File: src/rtl/cov_host_seq.sv
// Host-side sequencer for the coprimality core: stages m/n in RAM, pulses the
// core, waits for it under a watchdog, then reads back and returns the result.
module cov_host_seq #(
  parameter int DATA_W      = 32,
  parameter int ADDR_W      = 5,
  parameter int K0          = 0,
  parameter int K1          = 1,
  parameter int K2          = 2,
  parameter int TIMEOUT_CYC = 4096
) (
  input  logic              clk,
  input  logic              reset,
  input  logic              in_valid,
  output logic              in_ready,
  input  logic [DATA_W-1:0] in_m,
  input  logic [DATA_W-1:0] in_n,
  output logic              out_valid,
  input  logic              out_ready,
  output logic [DATA_W-1:0] out_result,
  output logic              out_err,
  output logic              cov_start,
  input  logic              cov_ready,
  output logic [ADDR_W-1:0] mem_addr,
  output logic [DATA_W-1:0] mem_wdata,
  output logic              mem_wr_en,
  output logic              mem_rd_en,
  input  logic [DATA_W-1:0] mem_rdata,
  output logic              busy
);

  localparam int              WD_W    = $clog2(TIMEOUT_CYC);
  localparam logic [WD_W-1:0] WD_MAX  = WD_W'(TIMEOUT_CYC - 1);
  localparam logic [WD_W-1:0] WD_LAST = WD_W'(TIMEOUT_CYC - 2);

  typedef enum logic [2:0] {
    IDLE, WR_M, WR_N, START, WAIT_DONE, RD_REQ, RD_CAP, OUT
  } state_t;

  state_t            r_state;
  state_t            w_next;
  logic [DATA_W-1:0] r_m;
  logic [DATA_W-1:0] r_n;
  logic [DATA_W-1:0] r_result;
  logic              r_err;
  logic              r_seenBusy;
  logic [WD_W-1:0]   r_wd;
  logic              w_xfer;
  logic              w_done;
  logic              w_timeout;

  assign in_ready   = (r_state == IDLE) && cov_ready && !reset;
  assign w_xfer     = in_valid && in_ready;
  // A ready core only counts as finished once it has been seen busy.
  assign w_done     = (r_state == WAIT_DONE) && r_seenBusy && cov_ready;
  // Expiry is the cycle in which the watchdog steps onto its saturation value.
  assign w_timeout  = (r_state == WAIT_DONE) && (r_wd >= WD_LAST) && !w_done;
  assign out_result = r_result;
  assign out_err    = r_err;

  always_ff @(posedge clk or posedge reset) begin
    if (reset) r_state <= IDLE;
    else       r_state <= w_next;
  end

  always_comb begin
    w_next = r_state;
    case (r_state)
      IDLE:      if (w_xfer) w_next = WR_M;
      WR_M:      w_next = WR_N;
      WR_N:      w_next = START;
      START:     w_next = WAIT_DONE;
      WAIT_DONE: begin
        if (w_done)         w_next = RD_REQ;
        else if (w_timeout) w_next = OUT;
      end
      RD_REQ:    w_next = RD_CAP;
      RD_CAP:    w_next = OUT;
      OUT:       if (out_ready) w_next = IDLE;
      default:   w_next = IDLE;
    endcase
  end

  always_comb begin
    busy      = (r_state != IDLE);
    out_valid = (r_state == OUT);
    cov_start = (r_state == START);
    mem_wr_en = 1'b0;
    mem_rd_en = 1'b0;
    mem_addr  = '0;
    mem_wdata = '0;
    case (r_state)
      WR_M: begin
        mem_wr_en = 1'b1;
        mem_addr  = ADDR_W'(K0);
        mem_wdata = r_m;
      end
      WR_N: begin
        mem_wr_en = 1'b1;
        mem_addr  = ADDR_W'(K1);
        mem_wdata = r_n;
      end
      RD_REQ: begin
        mem_rd_en = 1'b1;
        mem_addr  = ADDR_W'(K2);
      end
      default: ;
    endcase
  end

  always_ff @(posedge clk or posedge reset) begin
    if (reset) begin
      r_m        <= '0;
      r_n        <= '0;
      r_result   <= '0;
      r_err      <= 1'b0;
      r_seenBusy <= 1'b0;
      r_wd       <= '0;
    end else begin
      if (w_xfer) begin
        r_m <= in_m;
        r_n <= in_n;
      end
      case (r_state)
        START: begin
          r_wd       <= '0;
          r_seenBusy <= 1'b0;
        end
        WAIT_DONE: begin
          if (!cov_ready)     r_seenBusy <= 1'b1;
          if (r_wd != WD_MAX) r_wd <= r_wd + 1'b1;
          if (w_timeout) begin
            r_result <= '1;
            r_err    <= 1'b1;
          end
        end
        RD_CAP: begin
          r_result <= mem_rdata;
          r_err    <= 1'b0;
        end
        default: ;
      endcase
    end
  end

endmodule

File: config.mk
export PLATFORM = sky130hd
export DESIGN_NAME = cov_host_seq
export DESIGN_NICKNAME = d
export VERILOG_FILES = /design/src/rtl/cov_host_seq.sv
export SDC_FILE = /design/constraint.sdc
export NUM_CORES = 1
export LEC_CHECK = 0
export ABC_AREA = 1
export CAP_MARGIN = 20
export CELL_PAD_IN_SITES_DETAIL_PLACEMENT = 0
export CELL_PAD_IN_SITES_GLOBAL_PLACEMENT = 1
export CORE_UTILIZATION = 35
export CTS_CLUSTER_SIZE = 8
export DETAILED_ROUTE_END_ITERATION = 16
export PLACE_DENSITY = 0.95
export SLEW_MARGIN = 30
export SYNTH_ARGS = -nofsm -noshare
export SYNTH_HDL_FRONTEND = slang
export SYNTH_SLANG_ARGS = --single-unit
export TNS_END_PERCENT = 100
File: constraint.sdc
create_clock -name clk -period 7.9 [get_ports clk]
set_input_delay 2.37 -clock clk [delete_from_list [all_inputs] [get_ports clk]]
set_output_delay 2.37 -clock clk [all_outputs]
set_load 0.1 [all_outputs]
==> flow_summary.json, run 1 <==
{
  "die-area_mm2": 0.0151,
  "vias_per_cell": 4.64,
  "grt_pass1_wl_mm": 22.1,
  "crit_chain": "inv_2 -> nor2_2 -> nand2_1 -> o21ai_0 -> clkdlybuf4s50_1",
  "grt.total_usage": 0.190,
  "syn_avg_cell_area_um2": 8.00,
  "cts_num_sinks": 113,
  "synth_compound_area_frac": 0.0805,
  "crit_arrival_ps": 3500,
  "critical_path_required_ps": 5530,
  "finalHoldViolations": 0,
  "die_x_um": 123,
  "rows": 43,
  "area.growth.synth_to_final_pct": 48.1,
  "firstDrtPassIters": 4,
  "final_common_cell": "clkdlybuf4s50_1",
  "die_h_um": 123,
  "antenna_cells": 0,
  "slowest_stage": "clkdlybuf4s50_1",
  "min_to": "r_n[12]",
  "cts.repair.resized": 0,
  "antenna_found_initial": 0,
  "finalCritPeriodShare": 0.744,
  "hold_class": "register to register",
  "root_buffer": "clkbuf_16",
  "clk_pin_slew_ps": 60,
  "grt_pass1_vias": 4607,
  "maxCapViolations": 0,
  "r2r_cells": 8,
  "drtIter0Drc": 252,
  "wl_mm": 13.3,
  "synthAdderAreaFrac": 0.00489,
  "synth_seq_cells": 113,
  "worstMarginPinSlew_ps": 1020,
  "io_buffers": 173,
  "slew_headroom": 0.315,
  "finalSetupTns_ps": 0,
  "yosys.area_share.simple": 0.289,
  "synth.area.mux_share": 0,
  "clk-insertion-delay-late_ps": 410,
  "startpoint_type": "register",
  "yosysWarnings": 0,
  "timing.fmax_mhz": 170,
  "min_from": "r_n[12]",
  "fin_crit_ps": 5870,
  "setup_viol": 0,
  "cp_num_buf_inv": 2,
  "gp_congestion": 0.778,
  "mostFrequentLayoutCells": "172 x clkdlybuf4s50_1, 156 x nand2_1, 138 x nor2_1",
  "cts_buffer_depth": 2,
  "fin_nets": 907,
  "drv_slew": 0,
  "cpLargestDelayFamily": "buffers and inverters",
  "gr-total-overflow": 0,
  "holdWs_ps": 469,
  "ys_types": 28,
  "holdBufCountCts": 0,
  "path_max_fanout": 25,
  "crit_path_max_incr_delay_ps": 1200,
  "path_class": "register to output port",
  "r2r_slack_ps": 5160,
  "core-area_mm2": 0.0140,
  "hold_depth": 2,
  "reg2reg_from": "r_state[2]",
  "wire_per_inst_um": 13.4,
  "seq_area_frac_synth": 0.553,
  "worst_setup_path_end_kind": "output port",
  "synth-xor-area-share": 0.00685,
  "syn_inst": 639,
  "synth_top_family_by_area": "simple AND/OR/NAND/NOR gates",
  "grt_max_degree": 71,
  "io-pin-count": 177,
  "status": "complete, no violations",
  "post-route-drc-count": 0,
  "layout-drive-gt1-share": 0.0624,
  "numCtsBuffers": 17,
  "dp_hpwl_mm": 8.91,
  "fin_worst_skew_ps": 8.09,
  "netlist_area_mm2": 0.00511,
  "vias": 4629,
  "rsz0062_at_grt": "false",
  "cts.htree.levels": 4,
  "postCtsSetupRepairBufs": 0,
  "initial_core_util": 0.364,
  "cts_tree": "yes",
  "antenna_left": 0,
  "regToRegEndpoint": "r_m[19]"
}
-- how the worst max path moves through the flow --
stage	startpoint	end	slack, ps	cells past startpoint
finish	r_state[0]	mem_wdata[30]	2030	5
global route	r_state[0]	mem_wdata[30]	1760	5
CTS	r_state[0]	mem_wdata[8]	1940	5
detailed placement	cov_ready	in_ready	2090	4
global placement	cov_ready	in_ready	2090	4
floorplan	cov_ready	in_ready	1820	3
-- worst min-delay path: stages, from the launching register on --
cell and delay, ps:
dfrtp_1 340, nand2_1 50, nand2_1 50
-- routing by layer --
layer,routed length [um],global-route usage,vias to the layer above
met5,0,0,-
li1,-,-,2348
met3,1080,0.0637,15
met1,5850,0.239,2120
met2,6250,0.301,146
met4,165,0.0694,0
-- cell families after synthesis --
| logic type | after synthesis |
|---|---|
| AO/OA/AOI/OAI | 73 |
| XOR/XNOR | 4 |
| adder cells (fa/ha/maj) | 2 |
| buffers and inverters | 83 |
| flip-flops | 113 |
| other | 1 |
| AND/OR/NAND/NOR | 363 |
-- cell usage after synthesis --
cell type,count,share of area
nand2_1,158,0.12
buf_2,8,0.0078
a21o_1,1,0.0015
o21bai_1,1,0.0015
nor2_1,138,0.10
o22ai_1,1,0.0012
o21ai_0,35,0.034
nand3_1,55,0.054
a32o_1,8,0.016
conb_1,1,0.00073
buf_1,3,0.0022
nor2_2,2,0.0024
buf_4,3,0.0044
dfrtp_1,113,0.55
clkbuf_1,20,0.015
nand3b_1,1,0.0015
nand3_2,2,0.0039
xor2_1,3,0.0051
xnor2_1,1,0.0017
inv_1,44,0.032
nor3_1,2,0.0020
or2_2,1,0.0012
nor3_4,1,0.0032
a21oi_1,25,0.024
ha_1,2,0.0049
nand4_1,3,0.0037
o21ai_1,2,0.0020
inv_2,5,0.0037
-- registers in the layout (all words and copies together) (netlist names) --
register,cells
r_m,32
out_result,32
r_seenBusy,1
r_n,32
out_err,1
r_wd,12
r_state,3
-- area by class of cell --
type	instances	area (um^2)
Clock buffer	22	474
Clock inverter	10	109
Fill cell	1281	6470
Inverter	49	186
Multi-Input combinational cell	445	1970
Sequential cell	113	2830
Tap cell	180	225
Timing Repair Buffer	178	1780
-- per-stage QoR --
stage,area (um^2),cells,util,setup WS (ps)
floorplan,5120,641,-,1820
global placement,6980,965,0.497,2090
detailed placement,6980,965,0.497,2090
CTS,7570,997,0.539,1940
global route,7570,997,0.539,1760
finish,7570,997,0.539,2030
Power of run 1 is left out: the tool's default activity adds up to more than one toggle a clock period on the data nets, which glitch-free logic cannot reach.
==> inputs of run 2 (changes only) <==
Settings changed: CORE_UTILIZATION 35 to 32, PLACE_DENSITY 0.95 to 0.88.
Clock period 7.9 ns to 5.7 ns, I/O delays scaled along.
==> run 2 against run 1 <==
Die area grew 9.2%; first-iteration DRC count increased by 1.2%; wire length is 3.6% higher; final area about the same; count of clock-buffer cells in the layout fell by 1; non-clock buffer count increased by 2; via count increased by 0.41%; critical path depth is 1 higher; register-to-register slack got worse by 2100 ps; cell count rose by 3.3%; critical path type unchanged.
==> flow_summary.json, run 2 (synthesized netlist as in run 1, its figures left out) <==
{
  "die-area_mm2": 0.0165,
  "core-area_mm2": 0.0154,
  "setup_viol": 0,
  "critical_path_required_ps": 3990,
  "maxCapViolations": 0,
  "die_h_um": 128,
  "gp_congestion": 0.766,
  "final_common_cell": "nand2_1",
  "hold_depth": 2,
  "regToRegEndpoint": "r_m[16]",
  "cts_num_sinks": 113,
  "reg2reg_from": "r_state[2]",
  "finalCritPeriodShare": 0.803,
  "wl_mm": 13.8,
  "crit_top_cell": "nand2_1",
  "placed_area_mm2": 0.00696,
  "multi_input_area_mm2": 0.00197,
  "register_area_mm2": 0.00283,
  "crit_chain": "inv_2 -> nor2_2 -> nand2_1 -> buf_4 -> nand2_1 -> clkdlybuf4s50_1",
  "status": "complete, no violations",
  "rows": 45,
  "fin_util": 0.493,
  "worst_slack_ps": 1120,
  "startpoint_type": "register",
  "path_max_fanout": 25,
  "timing.fmax_mhz": 219,
  "crit_arrival_ps": 2870,
  "fin_area_mm2": 0.00758,
  "layout-drive-gt1-share": 0.105,
  "min_from": "r_n[7]",
  "finalHoldViolations": 0,
  "grt_pass1_vias": 4529,
  "fillers": 1506,
  "cts.htree.levels": 4,
  "clk_pin_slew_ps": 50,
  "initial_core_util": 0.333,
  "dpl_worst_slack_ps": 1190,
  "rsz0062_at_grt": "false",
  "post-route-drc-count": 0,
  "root_buffer": "clkbuf_16",
  "antenna_found_initial": 0,
  "slew_headroom": 0.329,
  "cts_tree": "yes",
  "finalSetupTns_ps": 0,
  "dp_hpwl_mm": 9.24,
  "gr-total-overflow": 0,
  "cts_buffer_depth": 2,
  "area.growth.synth_to_final_pct": 48.2,
  "min_to": "r_n[7]",
  "antenna_left": 0,
  "grt_max_degree": 76,
  "slowest_stage": "clkdlybuf4s50_1",
  "fin_nets": 909,
  "mostFrequentLayoutCells": "156 x nand2_1, 139 x clkdlybuf4s50_1, 138 x nor2_1",
  "cts.repair.resized": 0,
  "grt_pass1_wl_mm": 22.3,
  "vias_per_cell": 4.51,
  "io-pin-count": 177,
  "fin_worst_skew_ps": 6.31,
  "numCtsBuffers": 17,
  "r2r_slack_ps": 3030,
  "drtIter0Drc": 255,
  "path_class": "register to output port",
  "firstDrtPassIters": 4,
  "r2r_cells": 8,
  "postCtsSetupRepairBufs": 0,
  "crit_path_max_incr_delay_ps": 1130,
  "worst_setup_path_end_kind": "output port",
  "wire_per_inst_um": 13.4,
  "holdBufCountCts": 0,
  "die_x_um": 128,
  "hold_class": "register to register",
  "io_buffers": 173,
  "clk-insertion-delay-late_ps": 420,
  "grt.total_usage": 0.177,
  "fin_crit_ps": 4580,
  "vias": 4648,
  "antenna_cells": 0,
  "worstMarginPinSlew_ps": 1000,
  "drv_slew": 0
}
[run 2: worst max-delay path by stage]
stage / start / endpoint / slack, ps / depth (start not counted)
detailed placement: cov_ready / in_ready / 1190 / 4
global placement: cov_ready / in_ready / 1190 / 4
CTS: r_state[0] / mem_wr_en / 1110 / 6
finish: r_state[0] / mem_wr_en / 1120 / 6
global route: r_state[0] / mem_wr_en / 960 / 6
floorplan: r_state[1] / mem_wdata[12] / 830 / 4
[run 2: worst max-delay path, delay by kind of cell (launching register included)]
kind                   cells  cell delay (ps)
buffers and inverters      3             1470
and+or+nand+nor            3              590
DFF                        1              400
[run 2: area by class of cell]
class | instances | share of cell area
clock buffers | 21 | 0.0608
repair buffers | 180 | 0.226
multi-input cells | 445 | 0.259
flip-flops and latches | 113 | 0.373
well taps | 211 | 0.0348
inverters | 49 | 0.0249
clock inverters | 11 | 0.0211
[run 2: routing by layer]
metal  vias to the layer above  wire [um]  track usage
li1                       2342          -            -
met1                      2123       6380        0.226
met2                       163       6250        0.279
met3                        20        984       0.0565
met4                         0        219       0.0671
met5                         -          0            0
[run 2: stage by stage]
| step | std cells | hold slack (ps) |
|---|---|---|
| after CTS | 1030 | 472 |
| after global routing | 1030 | 488 |
| after detailed placement | 998 | 458 |
| final | 1030 | 467 |
| after floorplan | 641 | 442 |
| after global placement | 998 | 453 |
Power of run 2 is left out for the same reason.
